--- src/rtl/updown_pkg.sv ---
// updown_pkg: shared state/delta-class types and helpers for the up/down count decoder
package updown_pkg;
    typedef enum logic [1:0] {EMPTY = 2'd0, SYNC = 2'd1, UP = 2'd2, DOWN = 2'd3} state_t;
    typedef enum logic [1:0] {ZERO = 2'd0, INC = 2'd1, DEC = 2'd2, ILLEGAL = 2'd3} delta_t;
    function automatic int unsigned max_count(input int unsigned bits);
        return (32'd1 << bits) - 32'd1;
    endfunction
endpackage

--- src/rtl/updown_delta_classify.sv ---
// updown_delta_classify: classifies a modular sample-to-sample delta and flags wraps
module updown_delta_classify
    import updown_pkg::*;
#(
    parameter int BITS = 4
) (
    input  logic [BITS-1:0] prev_i,
    input  logic [BITS-1:0] count_i,
    output delta_t          cls_o,
    output logic            wrap_o
);
    localparam logic [BITS-1:0] MAX = BITS'(max_count(BITS));
    logic [BITS-1:0] delta;
    // INC is tested before DEC so a 1-bit bus resolves the ambiguous step as up
    always_comb begin
        delta  = count_i - prev_i;
        cls_o  = delta == '0 ? ZERO : delta == BITS'(1) ? INC : delta == MAX ? DEC : ILLEGAL;
        wrap_o = (cls_o == INC && prev_i == MAX && count_i == '0) ||
                 (cls_o == DEC && prev_i == '0 && count_i == MAX);
    end
endmodule

--- src/rtl/updown_count_decoder.sv ---
// updown_count_decoder: recovers direction/steps/wraps/errors from a sampled up/down count (optional pos via UPDOWN_DECODER_POS_EN)
module updown_count_decoder
    import updown_pkg::*;
#(
    parameter int BITS  = 4,
    parameter int WRAPW = 8
) (
    input  logic             clk,
    input  logic             reset,
    input  logic             in_valid,
    input  logic [BITS-1:0]  in_count,
    output logic             locked,
    output logic             dir,
    output logic             step_pulse,
    output logic             wrap_pulse,
    output logic             dir_change,
    output logic             step_err,
    output logic [WRAPW-1:0] wrap_cnt
`ifdef UPDOWN_DECODER_POS_EN
    ,
    output logic signed [BITS+WRAPW-1:0] pos
`endif
);
    localparam int PW = BITS + WRAPW;
    state_t           state_q, state_d;
    logic [BITS-1:0]  prev_q, prev_d;
    logic             dir_q, dir_d, locked_q, locked_d;
    logic             step_q, step_d, wrap_q, wrap_d, chg_q, chg_d, err_q, err_d;
    logic [WRAPW-1:0] wcnt_q, wcnt_d;
    delta_t           cls;
    logic             wrap, legal, held;
    updown_delta_classify #(.BITS(BITS)) u_cls (
        .prev_i  (prev_q),
        .count_i (in_count),
        .cls_o   (cls),
        .wrap_o  (wrap)
    );
    always_comb begin
        held     = in_valid && state_q != EMPTY;
        legal    = held && (cls == INC || cls == DEC);
        state_d  = !in_valid ? state_q : state_q == EMPTY ? SYNC : cls == ILLEGAL ? SYNC :
                   cls == INC ? UP : cls == DEC ? DOWN : state_q;
        prev_d   = in_valid ? in_count : prev_q;
        step_d   = legal;
        wrap_d   = legal && wrap;
        chg_d    = legal && ((state_q == UP && cls == DEC) || (state_q == DOWN && cls == INC));
        err_d    = held && cls == ILLEGAL;
        dir_d    = legal ? cls == INC : dir_q;
        locked_d = state_d == UP || state_d == DOWN;
        wcnt_d   = wrap_d && wcnt_q != '1 ? wcnt_q + WRAPW'(1) : wcnt_q;
    end
    always_ff @(posedge clk or negedge reset) begin
        if (!reset) begin
            state_q  <= EMPTY;
            prev_q   <= '0;
            dir_q    <= 1'b1;
            locked_q <= 1'b0;
            step_q   <= 1'b0;
            wrap_q   <= 1'b0;
            chg_q    <= 1'b0;
            err_q    <= 1'b0;
            wcnt_q   <= '0;
        end else begin
            state_q  <= state_d;
            prev_q   <= prev_d;
            dir_q    <= dir_d;
            locked_q <= locked_d;
            step_q   <= step_d;
            wrap_q   <= wrap_d;
            chg_q    <= chg_d;
            err_q    <= err_d;
            wcnt_q   <= wcnt_d;
        end
    end
    assign locked     = locked_q;
    assign dir        = dir_q;
    assign step_pulse = step_q;
    assign wrap_pulse = wrap_q;
    assign dir_change = chg_q;
    assign step_err   = err_q;
    assign wrap_cnt   = wcnt_q;
`ifdef UPDOWN_DECODER_POS_EN
    logic signed [PW-1:0] pos_q, pos_d;
    always_comb begin
        pos_d = !in_valid ? pos_q : state_q == EMPTY ? PW'(in_count) :
                !legal ? pos_q : cls == INC ? pos_q + PW'(1) : pos_q - PW'(1);
    end
    always_ff @(posedge clk or negedge reset) begin
        if (!reset) pos_q <= '0;
        else        pos_q <= pos_d;
    end
    assign pos = pos_q;
`endif
endmodule
--- config.mk ---
export PLATFORM = sky130hd
export DESIGN_NAME = updown_count_decoder
export DESIGN_NICKNAME = d
export VERILOG_FILES = /design/src/rtl/updown_pkg.sv /design/src/rtl/updown_delta_classify.sv /design/src/rtl/updown_count_decoder.sv
export SDC_FILE = /design/constraint.sdc
export NUM_CORES = 1
export LEC_CHECK = 0
export ABC_AREA = 1
export CAP_MARGIN = 20
export CORE_MARGIN = 5
export CORE_UTILIZATION = 47
export DETAILED_ROUTE_END_ITERATION = 7
export GPL_TIMING_DRIVEN = 0
export HOLD_SLACK_MARGIN = 0.1
export PLACE_DENSITY = 0.75
export SYNTH_ARGS = -nofsm -noshare
export SYNTH_HDL_FRONTEND = slang
export SYNTH_HIERARCHICAL = 1
export SYNTH_SLANG_ARGS = --single-unit
export TNS_END_PERCENT = 20
--- constraint.sdc ---
create_clock -name clk -period 2.8 [get_ports clk]
set_clock_uncertainty 0.05 [all_clocks]
set_input_delay 0.42 -clock clk [delete_from_list [all_inputs] [get_ports clk]]
set_output_delay 0.42 -clock clk [all_outputs]
set_load 0.005 [all_outputs]
After elaboration in Yosys (flattened, before gate mapping). Index checks and enable logic that the tools add are counted.

Word-level logic and storage cells: 52. Flip-flop bits (word level): 20. Input port bits: 7.

Muxes and demuxes: 8. $add $sub $neg: 2. Reduce and logical (&&, ||, !) cells: 21. Eq/ne operators: 12.

Operator list (number): 2-bit two-way mux (7); 2-bit equality test, second input constant (6); 4-bit equality test, second input constant (3); 1-bit logical AND (12); 4-bit logical NOT (3); 8-bit by 1-bit adder with 8-bit output, second input constant (1); 8-bit != test, second input constant (1); 4-bit by 1-bit equality test with 1-bit output, second input constant (1); 1-bit logical OR (4); 4-bit subtractor (1); 2-bit by 1-bit equality test with 1-bit output, second input constant (1); 2-bit logical NOT (1); 2-bit nonzero test (1); 1-bit two-way mux (1).

Longest topological paths before layout. Gate-level depths: netlist (run 1).

Depth after elaboration: 13. Mapped depth: 17.

Modules after synthesis. Netlist (run 1), hierarchy kept.

Modules (own cells, without submodules): updown_count_decoder (cells an instance 131, times used 1, sequential area each 501.7 sq um, area an instance 1031.0 sq um); updown_delta_classify (cells an instance 42, times used 1, sequential area each 0.0 sq um, area an instance 249.0 sq um).

Worst setup path before layout (run 1). Ideal clock, no wire load.

Path kind: input -> register. Start: input port in_count[0]. End: register wcnt_q[5], in the netlist wrap_cnt[5]. Stages on the path: 14. Path slack: 0.056 ns. Library setup time: 0.116 ns. Path buffers: 0. Data arrival time: 2.577 ns. Cell sequence: inv_1 > ha_1 > fa_1 > or2_2 > nor2_1 > nand3_1 > nand2_1 > inv_1 > inv_1 > ha_1 > nor3_4 > nand3_4 > nand2_1 > nand2_1.

Elaborated cells on any way between the ends: 20. Classes of those cells: 1 x add/sub; 5 x eq/ne; 3 x mux; 11 x reduce/logical.

RTL lines: start, declared (line updown_count_decoder.sv:11) `input logic [BITS-1:0] in_count,`; 4-bit subtractor (*) (line updown_delta_classify.sv:16) `delta = count_i - prev_i;`; 4-bit equality test (line updown_delta_classify.sv:17) `cls_o = delta == '0 ? ZERO : delta == BITS'(1) ? INC : delta == MAX ? DEC : ILLEGAL;`; 1-bit two-way mux (line updown_delta_classify.sv:17); 2-bit two-way mux (line updown_delta_classify.sv:17); 2-bit two-way mux (*) (line updown_delta_classify.sv:17); via cls[0] (line updown_count_decoder.sv:30) `delta_t cls;`; 2-bit by 1-bit equality test with 1-bit output / 2-bit equality test (equally long branches) (line updown_count_decoder.sv:40) `legal = held && (cls == INC || cls == DEC);`; 1-bit logical OR (*) (line updown_count_decoder.sv:40); 1-bit logical AND (*) (line updown_count_decoder.sv:40); via legal (line updown_count_decoder.sv:31) `logic wrap, legal, held;`; 1-bit logical AND (*) (line updown_count_decoder.sv:45) `wrap_d = legal && wrap;`; 1-bit logical AND (*) (line updown_count_decoder.sv:50) `wcnt_d = wrap_d && wcnt_q != '1 ? wcnt_q + WRAPW'(1) : wcnt_q;`; end signal, assigned (line updown_count_decoder.sv:72) `wcnt_q <= wcnt_d;`; end, declared (line updown_count_decoder.sv:29) `logic [WRAPW-1:0] wcnt_q, wcnt_d;`.

The timed path passes the listed nets; every way through them passes the cells marked *. A chain may end at the register's enable or synchronous reset.

Final worst setup path (run 1).
Start: input port in_count[0]. End: register wcnt_q[6], in the netlist wrap_cnt[6].

Same word-level chain as after synthesis.

==> impl_metrics.toml, run 1 <==
[cells_and_area]
finalNonFillerCells = 236
diodes = 0
fin_nets = 221
syn_to_final_growth_pct = 29.0
final_cell_mix = "nand2_1, inv_1, dfrtp_1"
layout_commonest_cell = "nand2_1"
drive_gt1_share_pct = 17.6
nFillCells = 226
final_area_um2 = 1650

[timing]
hold_violations = 0
tightest_slew_ns = 0.867
slew_headroom_pct = 42.0
fmax_ghz = 0.369
final-setup-viol-count = 0
finalCritPeriodShare_pct = 96.8
finalCriticalPeriod_ns = 2.71
finalMaxSlewViolations = 0

[floorplan]
rows = 19
dieArea_um2 = 3870
core_um2 = 2690
io_pins = 21
start_util_pct = 47.6
die_y_um = 62.2
die_w_um = 62.2

[yosys]
syn_avg_cell_area_um2 = 7.40
postSynthCellCount = 173
ys_seq_area_share_pct = 39.2
synth_warnings = 6
synth_ff_type = "dfrtp_1"
synth-seq-cells = 20
synth_nets = 188
synth-edff-count = 0
ys_types = 26
async_flop_share_pct = 100
syn_area_um2 = 1280

[place]
dp.final_hpwl_um = 2120
placed_area_um2 = 1510
place_inst = 223
gp_congestion = 0.824
portBuffers = 19

[global_route]
antenna_found_initial = 0
grt_pass1_vias = 1148
grt-ovfl-total = 0
grt_usage_pct = 14.8
grt_first_pass_wirelength_um = 4900
grt_max_degree = 21

[route]
via_per_inst = 5.08
dr.pass1.iters = 4
vias = 1198
routedWlPerCell_um = 12.0
wl_met1_um = 1170
routed-wl-met2_um = 1470
drc = 0
drt_wl_total_um = 2830
ant_nets = 0
met3WireLength_um = 173
top_layer = "met4"
first_iter_violations = 35

[critical_path]
max_stage_delay_ns = 0.47
slowest_stage = "fa_1"
r2r_cells = 15
worstReg2RegStart = "prev_q[0]"
worstPathCellList = "clkdlybuf4s15_1 > inv_1 > ha_2 > fa_1 > buf_4 > buf_4 > nand2_1 > inv_1 > nand3_1 > nand2_2 > inv_4 > inv_2 > ha_4 > nor3_4 > nand3_4 > nand2_1 > nand2_1"
cp_common_cell = "nand2_1"
path_class = "in -> reg"
r2r-end = "wrap_cnt[6]"
crit_path_start = "in_count[0]"
crit_path_start_kind = "input port"
cp.arrival_ns = 2.85
rrSetupSlack_ns = 0.11
crit_family = "adder cells"
crit_buf_inv = 7
cp.depth = 17
crit_fanout = 8
cp.required_ns = 2.94
cp-end-kind = "flip-flop"

[hold_path]
worst_hold_path_type = "in -> reg"
holdCritStartpoint = "in_valid"
hold_path_end = "prev_q[1]"
holdPathStages = 3

[clocking]
cts-root-buf = "clkbuf_4"
clk_path_buf_depth = 2
clkSinkCount = 20
cts_max_level = 1
numCtsBuffers = 3
clkTransAtPathRegs_ns = 0.11
cts_tree = "yes"
clk_latency_ns = 0.29

[pwr]
cellPowerDensity_nw_per_um2 = 461
clkPwrFrac_pct = 21.4
ir_worst_vdd_v = 0.000398
pwr-share-seq_pct = 45.0
p_int_w = 0.000526
power_switching_w = 0.000235
p_leak_nw = 0.832
power.share.combinational_pct = 33.6
swShare_pct = 30.9

[job]
maxCapViolCount = 0

[run_status]
status = "completed"
-- worst max path at each step --
stage | endpoint | slack, ns
after floorplan | wrap_cnt[5] | 0.06
after global placement | wrap_cnt[7] | -0.66
after detailed placement | wrap_cnt[6] | -0.80
after CTS | wrap_cnt[6] | 0.004
after global routing | wrap_cnt[6] | -0.05
final | wrap_cnt[6] | 0.09
-- metrics by stage --
step           power (W)  setup slack, ns  hold WS, ns  utilization, %  TNS [ns]
4_1_cts         0.000742          0.00354        0.312            59.3         0
6_report        0.000761           0.0903        0.320            61.5         0
3_5_place_dp    0.000556           -0.797        0.410            56.2     -9.54
3_3_place_gp    0.000546           -0.655        0.410            56.2     -7.65
5_1_grt         0.000809          -0.0527        0.311            61.5   -0.0854
2_1_floorplan   0.000478           0.0561       0.0744               -         0
-- cells by family (layout without fill, tap and decap cells) --
kind of cell	count (synthesis)	in the layout	synth area share, %
AOI/OAI and AO/OA	7	7	3.32
adders and majority gates	8	8	8.41
buffers and inverters	26	58	8.60
and+or+nand+nor	110	110	38.5
DFF	20	20	39.2
xor gates and xnor gates	2	2	1.96
-- power groups by stage --
stage                     Sequential, W  Clock (W)  Combinational, W
after floorplan                0.000348          0          0.000130
after global placement         0.000348          0          0.000198
after detailed placement       0.000349          0          0.000207
after CTS                      0.000342   0.000169          0.000231
after global routing           0.000347   0.000181          0.000282
final                          0.000342   0.000163          0.000256
-- routing by layer --
metal	global-route usage [%]	vias to the layer above
li1	-	610
met1	16.9	552
met2	27.8	34
met5	0	-
met3	3.96	2
met4	1.90	0
-- registers in the layout, indices dropped and copies added, names as in the netlist --
name        count
locked          1
state_q         2
dir_change      1
prev_q          4
wrap_pulse      1
wrap_cnt        8
step_err        1
step_pulse      1
dir             1
-- repair_timing --
action | 4_1_cts | 5_1_grt
buffers inserted | 4 | 5
endpoints found under the setup margin | 13 | 10
pin swaps | 3 | 8
hold buffers | 0 | 0
gates resized for setup | 9 | 5
-- final cells by class --
class	count	area [µm²]	area share, %
Buffer	1	11.3	0.682
Clock buffer	4	36.3	2.20
Inverter	25	101	6.14
Multi-Input combinational cell	127	706	42.7
Sequential cell	20	502	30.4
Tap cell	31	38.8	2.35
Timing Repair Buffer	28	256	15.5
-- cell usage after synthesis, types with 2 or more instances --
cell type / number / share of area, %
a21oi_1: 3 / 1.2
dfrtp_1: 19 / 37
ha_1: 7 / 6.8
inv_1: 23 / 6.7
nand2_1: 62 / 18
nand2_2: 3 / 1.5
nand3_1: 17 / 6.6
nand4_1: 5 / 2.4
nor2_1: 16 / 4.7
o21ai_0: 2 / 0.78
-- worst reg2reg max path, delay by kind of cell, from the launching register on --
kind          cells  cell delay [ns]
flops             1             0.41
simple gates      7             0.75
fa+ha+maj         3             0.90
buf+inv           5             0.46
Note: power is estimated with default switching activity, not from simulation.
==> run 2: changes to the inputs <==
- PLACE_DENSITY: 0.75 -> unset
- PLACE_DENSITY_LB_ADDON: unset -> 0.08
==> impl_metrics.toml, run 2 (same netlist as run 1, synthesis figures left out) <==
[run_status]
status = "completed"

[route]
via_per_inst = 5.02
routedWlPerCell_um = 11.4
drc = 0
drt_wl_total_um = 2630
vias = 1154
first_iter_violations = 41
ant_nets = 0
dr.pass1.iters = 4

[cells_and_area]
diodes = 0
layout_commonest_cell = "nand2_1"
syn_to_final_growth_pct = 25.6
drive_gt1_share_pct = 15.1
largest_reg_flops = 8
fin_nets = 215
final_cell_mix = "nand2_1, inv_1, dfrtp_1"
final_area_um2 = 1610

[clocking]
cts-root-buf = "clkbuf_4"
numCtsBuffers = 3
clkSinkCount = 20
clkTransAtPathRegs_ns = 0.12
cts_tree = "yes"
clk_latency_ns = 0.31
clk_path_buf_depth = 2
cts_max_level = 1

[timing]
fmax_ghz = 0.373
final.setup.tns_ns = 0
final-setup-viol-count = 0
finalCritPeriodShare_pct = 95.6
tightest_slew_ns = 0.908
hold_violations = 0
finalMaxSlewViolations = 0
slew_headroom_pct = 39.3
finalCriticalPeriod_ns = 2.68

[floorplan]
dieArea_um2 = 3870
core_um2 = 2690
start_util_pct = 47.6
die_y_um = 62.2
die_w_um = 62.2
io_pins = 21
rows = 19

[job]
maxCapViolCount = 0

[critical_path]
path_class = "reg -> reg"
cp-end-kind = "flip-flop"
cp.required_ns = 2.96
cp.arrival_ns = 2.84
crit_fanout = 8
crit_path_start_kind = "flip-flop"

[global_route]
grt_usage_pct = 14.3
grt_pass1_vias = 1067
antenna_found_initial = 0
grt_first_pass_wirelength_um = 4640
grt-ovfl-total = 0
grt_max_degree = 21

[place]
dp.final_hpwl_um = 2000
portBuffers = 19
placed_area_um2 = 1510
gp_congestion = 0.873

[pwr]
ir_worst_vdd_v = 0.000455
p_total_w = 0.000817
p_leak_nw = 0.807
cellPowerDensity_nw_per_um2 = 508

[hold_path]
worst_hold_path_type = "in -> reg"
## run 2: cell types whose count changed in the layout (fill, tap and decap cells not counted), sizes merged
cell	previous run	this run
bufinv	0	1
clkdlybuf4s15	1	0
buf	10	4
## run 2: worst max-delay path, stage by stage (launching register included)
cell,delay [ns]
dfrtp_1,0.41
ha_2,0.20
fa_1,0.48
or2_4,0.28
nor2_4,0.11
nand3_1,0.10
nand2_2,0.09
inv_2,0.07
inv_2,0.07
ha_4,0.21
nor3_4,0.22
nand3_4,0.15
nand2_1,0.09
nand2_1,0.05
## run 2: layout make-up
class	instances	area, µm²
Clock buffer	3	22.5
Sequential cell	20	502
Multi-Input combinational cell	127	698
Inverter	25	98.8
Tap cell	31	38.8
Clock inverter	1	30.0
Buffer	1	11.3
Fill cell	239	1080
Timing Repair Buffer	22	206
## run 2: path summary, 6_finish.rpt
| kind | from | to | slack (ns) | cells after the start |
|---|---|---|---|---|
| setup reg to reg | prev_q[0] | wrap_cnt[3] | 0.12 | 13 |
| min in group asynchronous | reset | step_err | 0.56 | 1 |
| hold / removal | in_count[0] | prev_q[0] | 0.30 | 3 |
| max in group asynchronous | reset | wrap_cnt[2] | 1.59 | 1 |
| setup / recovery | prev_q[0] | wrap_cnt[3] | 0.12 | 13 |
| hold reg to reg | dir | dir | 0.43 | 2 |
## run 2: routing by layer
layer | track usage (%) | part of all wire [%] | wire length [µm] | vias up
li1 | - | - | - | 596
met1 | 19.1 | 48 | 1270 | 526
met2 | 21.9 | 46 | 1200 | 24
met3 | 2.88 | 3.8 | 101 | 8
met4 | 6.78 | 2.4 | 62 | 0
met5 | 0 | 0 | 0 | -
## run 2: power breakdown
part | switching (W) | leakage, nW | internal, W
sequential | 0.0000187 | 0.261 | 0.000323
clock | 0.0000965 | 0.0279 | 0.000145
combinational | 0.000126 | 0.518 | 0.000108
## run 2: stage by stage
stage	hold slack (ns)	worst slack (ns)	util, %	std cells
after detailed placement	0.421	-0.766	56.2	223
after global placement	0.409	-0.677	56.2	223
after CTS	0.300	0.0187	59.8	230
after floorplan	0.0744	0.0561	-	173
final	0.304	0.122	59.9	230
after global routing	0.300	-0.00345	59.9	230
## run 2: timing repair
action / CTS / global route
hold buffers: 0 / 0
buffers inserted: 3 / 0
gates resized for setup: 11 / 3
setup endpoints to repair: 13 / 9
pin swaps: 4 / 4
==> RTL change (flow settings as in run 1) <==
`BITS` is set to 4 in 2 places; all go to 6.
--- a/src/rtl/updown_delta_classify.sv
+++ b/src/rtl/updown_delta_classify.sv
@@ -2,7 +2,7 @@
 module updown_delta_classify
     import updown_pkg::*;
 #(
-    parameter int BITS = 4
+    parameter int BITS = 6
 ) (
     input  logic [BITS-1:0] prev_i,
     input  logic [BITS-1:0] count_i,
--- a/src/rtl/updown_count_decoder.sv
+++ b/src/rtl/updown_count_decoder.sv
@@ -2,7 +2,7 @@
 module updown_count_decoder
     import updown_pkg::*;
 #(
-    parameter int BITS  = 4,
+    parameter int BITS  = 6,
     parameter int WRAPW = 8
 ) (
     input  logic             clk,
Ports: changed (resized in_count); port bits go from 21 to 23. No check against the original RTL was run, so the function may have changed too.
==> RTL change against run 1 <==
- total power increased by 3.5%
- synthesized area increased by 19%
- sequential cell count increased by 2
- first-iteration DRC count increased by 140%
- final cell count increased by 26%
- cell area increased by 22%
- hold slack got worse by 0.066 ns
- critical path depth decreased by 2
- die area increased by 16%
- routed wire length increased by 19%
- worst setup slack got worse by 0.019 ns
- critical path type is now reg2reg
==> RTL change: results (changes against run 1) <==
### Synth
• 100.0% — share of flip-flops with an asynchronous set or reset, unchanged
• 24 — distinct cell type count of the synthesized netlist, -7.7%
• 36.33% — proportion of synthesized chip area in sequential cells, -2.9 points
• 7.032 sq um — Avg Inst Size Synth, -5.0%
• 235 — Post-Synthesis Net Count, +25%
• sky130_fd_sc_hd__nand2_1 (83), sky130_fd_sc_hd__inv_1 (31), sky130_fd_sc_hd__dfrtp_1 (21) — most common library cells after synthesis
• sky130_fd_sc_hd__dfrtp_1 (35%), sky130_fd_sc_hd__nand2_1 (21%), sky130_fd_sc_hd__inv_1 (7.7%) — leading cell types by total area after synthesis

### Setup path
• 2.89 ns — Worst EP arrival, +0.04 ns
• 0.07 ns — setup slack, reg-to-reg, -0.04 ns

### Timing
• 0.3216 ns — worst-margin pin slew, -0.5454 ns

### Power
• 0.2503 mV — worst vdd rail ir drop, -37%
• 45.8% — Seq pwr share, +0.8 points
• 1.047 nW — Leakage, +26%
• 0.0005322 W — internal power component, +1.1%

### Routing
• 85 — DR iter-0 viols, +140%
• 3.361 mm — overall routed net length, +19%
• 1440 — total via count in the routed design, +20%

### Global routing
• 23 — maximum number of pins on one net before global-route repair, +9.5%
• 16.11% — overall global routing resource usage, +1.3 points
• 1325 — via count of the first global-routing pass, +15%

### Layout
• 18.11% — fraction of layout instances using a drive strength above 1, +0.55 points
• 298 — final non-filler cell total, +26%
• 274 — Final nets, +24%

### Min path
• in2async — class of the tightest hold or removal check

### Clocking
• 1 — H-tree depth, unchanged
• 0.31 ns — clock latency of the later-clocked register in the worst-skew pair, +0.02 ns

### Outcome
• complete, no violations — outcome

### Place
• 281 — # placed instances, +26%
• 21 — number of buffers inserted by port buffering, +2
• 2.367 mm — detailed placement HPWL, +12%
• 0.8038 — gp weighted congestion, -2.5%

## RTL change: critical path: stages, from the launching register on
cell and delay, ns:
sky130_fd_sc_hd__dfrtp_1 0.41, sky130_fd_sc_hd__ha_2 0.19, sky130_fd_sc_hd__fa_1 0.46, sky130_fd_sc_hd__or2_4 0.26, sky130_fd_sc_hd__nor2_2 0.07, sky130_fd_sc_hd__nand2_1 0.05
sky130_fd_sc_hd__nor2_1 0.09, sky130_fd_sc_hd__nand2_1 0.10, sky130_fd_sc_hd__nand2_2 0.11, sky130_fd_sc_hd__inv_4 0.05, sky130_fd_sc_hd__inv_2 0.06, sky130_fd_sc_hd__ha_4 0.20
sky130_fd_sc_hd__nor3_4 0.21, sky130_fd_sc_hd__nand3_4 0.17, sky130_fd_sc_hd__nand2_2 0.10, sky130_fd_sc_hd__nand2_1 0.04
## RTL change: metrics by stage
step                      setup WS, ns  power (W)  setup TNS (ns)  area [sq um]  hold slack (ns)
after floorplan                0.02555  0.0005096               0          1519          0.07441
after global placement         -0.7033  0.0005773          -8.576          1784           0.4067
after detailed placement       -0.7282  0.0005805          -9.063          1784           0.4197
after CTS                      0.01054  0.0007537               0          1869           0.3054
after global routing           -0.1293  0.0008458         -0.8178          2008           0.2393
final                          0.07111  0.0007883               0          2008           0.2542
## RTL change: logic make-up (layout without fill, tap and decap cells)
kind of cell	Yosys count	after routing	share of synthesized area (%)
simple gates	139	139	40.78
flops	22	22	36.33
buf+inv	33	71	8.979
fa+ha+maj	10	10	8.732
xor+xnor	3	3	2.225
compound gates	9	9	2.965
## RTL change: worst max path at each step
stage	start	endpoint	slack [ns]	cells after the start
6_report	prev_q[0]	wrap_cnt[6]	0.07	15
5_1_grt	prev_q[0]	wrap_cnt[6]	-0.13	15
4_1_cts	prev_q[0]	wrap_cnt[7]	0.01	15
3_5_place_dp	in_count[0]	wrap_cnt[4]	-0.73	17
3_3_place_gp	in_count[0]	wrap_cnt[1]	-0.70	17
2_1_floorplan	in_count[0]	wrap_cnt[5]	0.03	16
## RTL change: what timing repair did
item | CTS | global route
gates resized for setup | 10 | 16
endpoints found under the hold margin | 0 | 0
pin swaps | 5 | 14
setup endpoints to repair | 14 | 12
setup buffers | 4 | 8
## RTL change: final cells by class
| cell class | instances | area [sq um] |
|---|---|---|
| Buffer | 1 | 11.26 |
| Clock buffer | 4 | 26.28 |
| Fill cell | 262 | 1070 |
| Inverter | 32 | 127.6 |
| Multi-Input combinational cell | 161 | 907.1 |
| Sequential cell | 22 | 551.8 |
| Tap cell | 44 | 55.05 |
| Timing Repair Buffer | 34 | 329.1 |
## RTL change: per-layer routing
layer / wire, um / share of wire [%] / global-route usage (%)
met3: 185 / 5.5 / 4.384
met5: 0 / 0 / 0
met2: 1561 / 46 / 26.24
met1: 1581 / 47 / 21.03
met4: 32 / 0.95 / 4.051
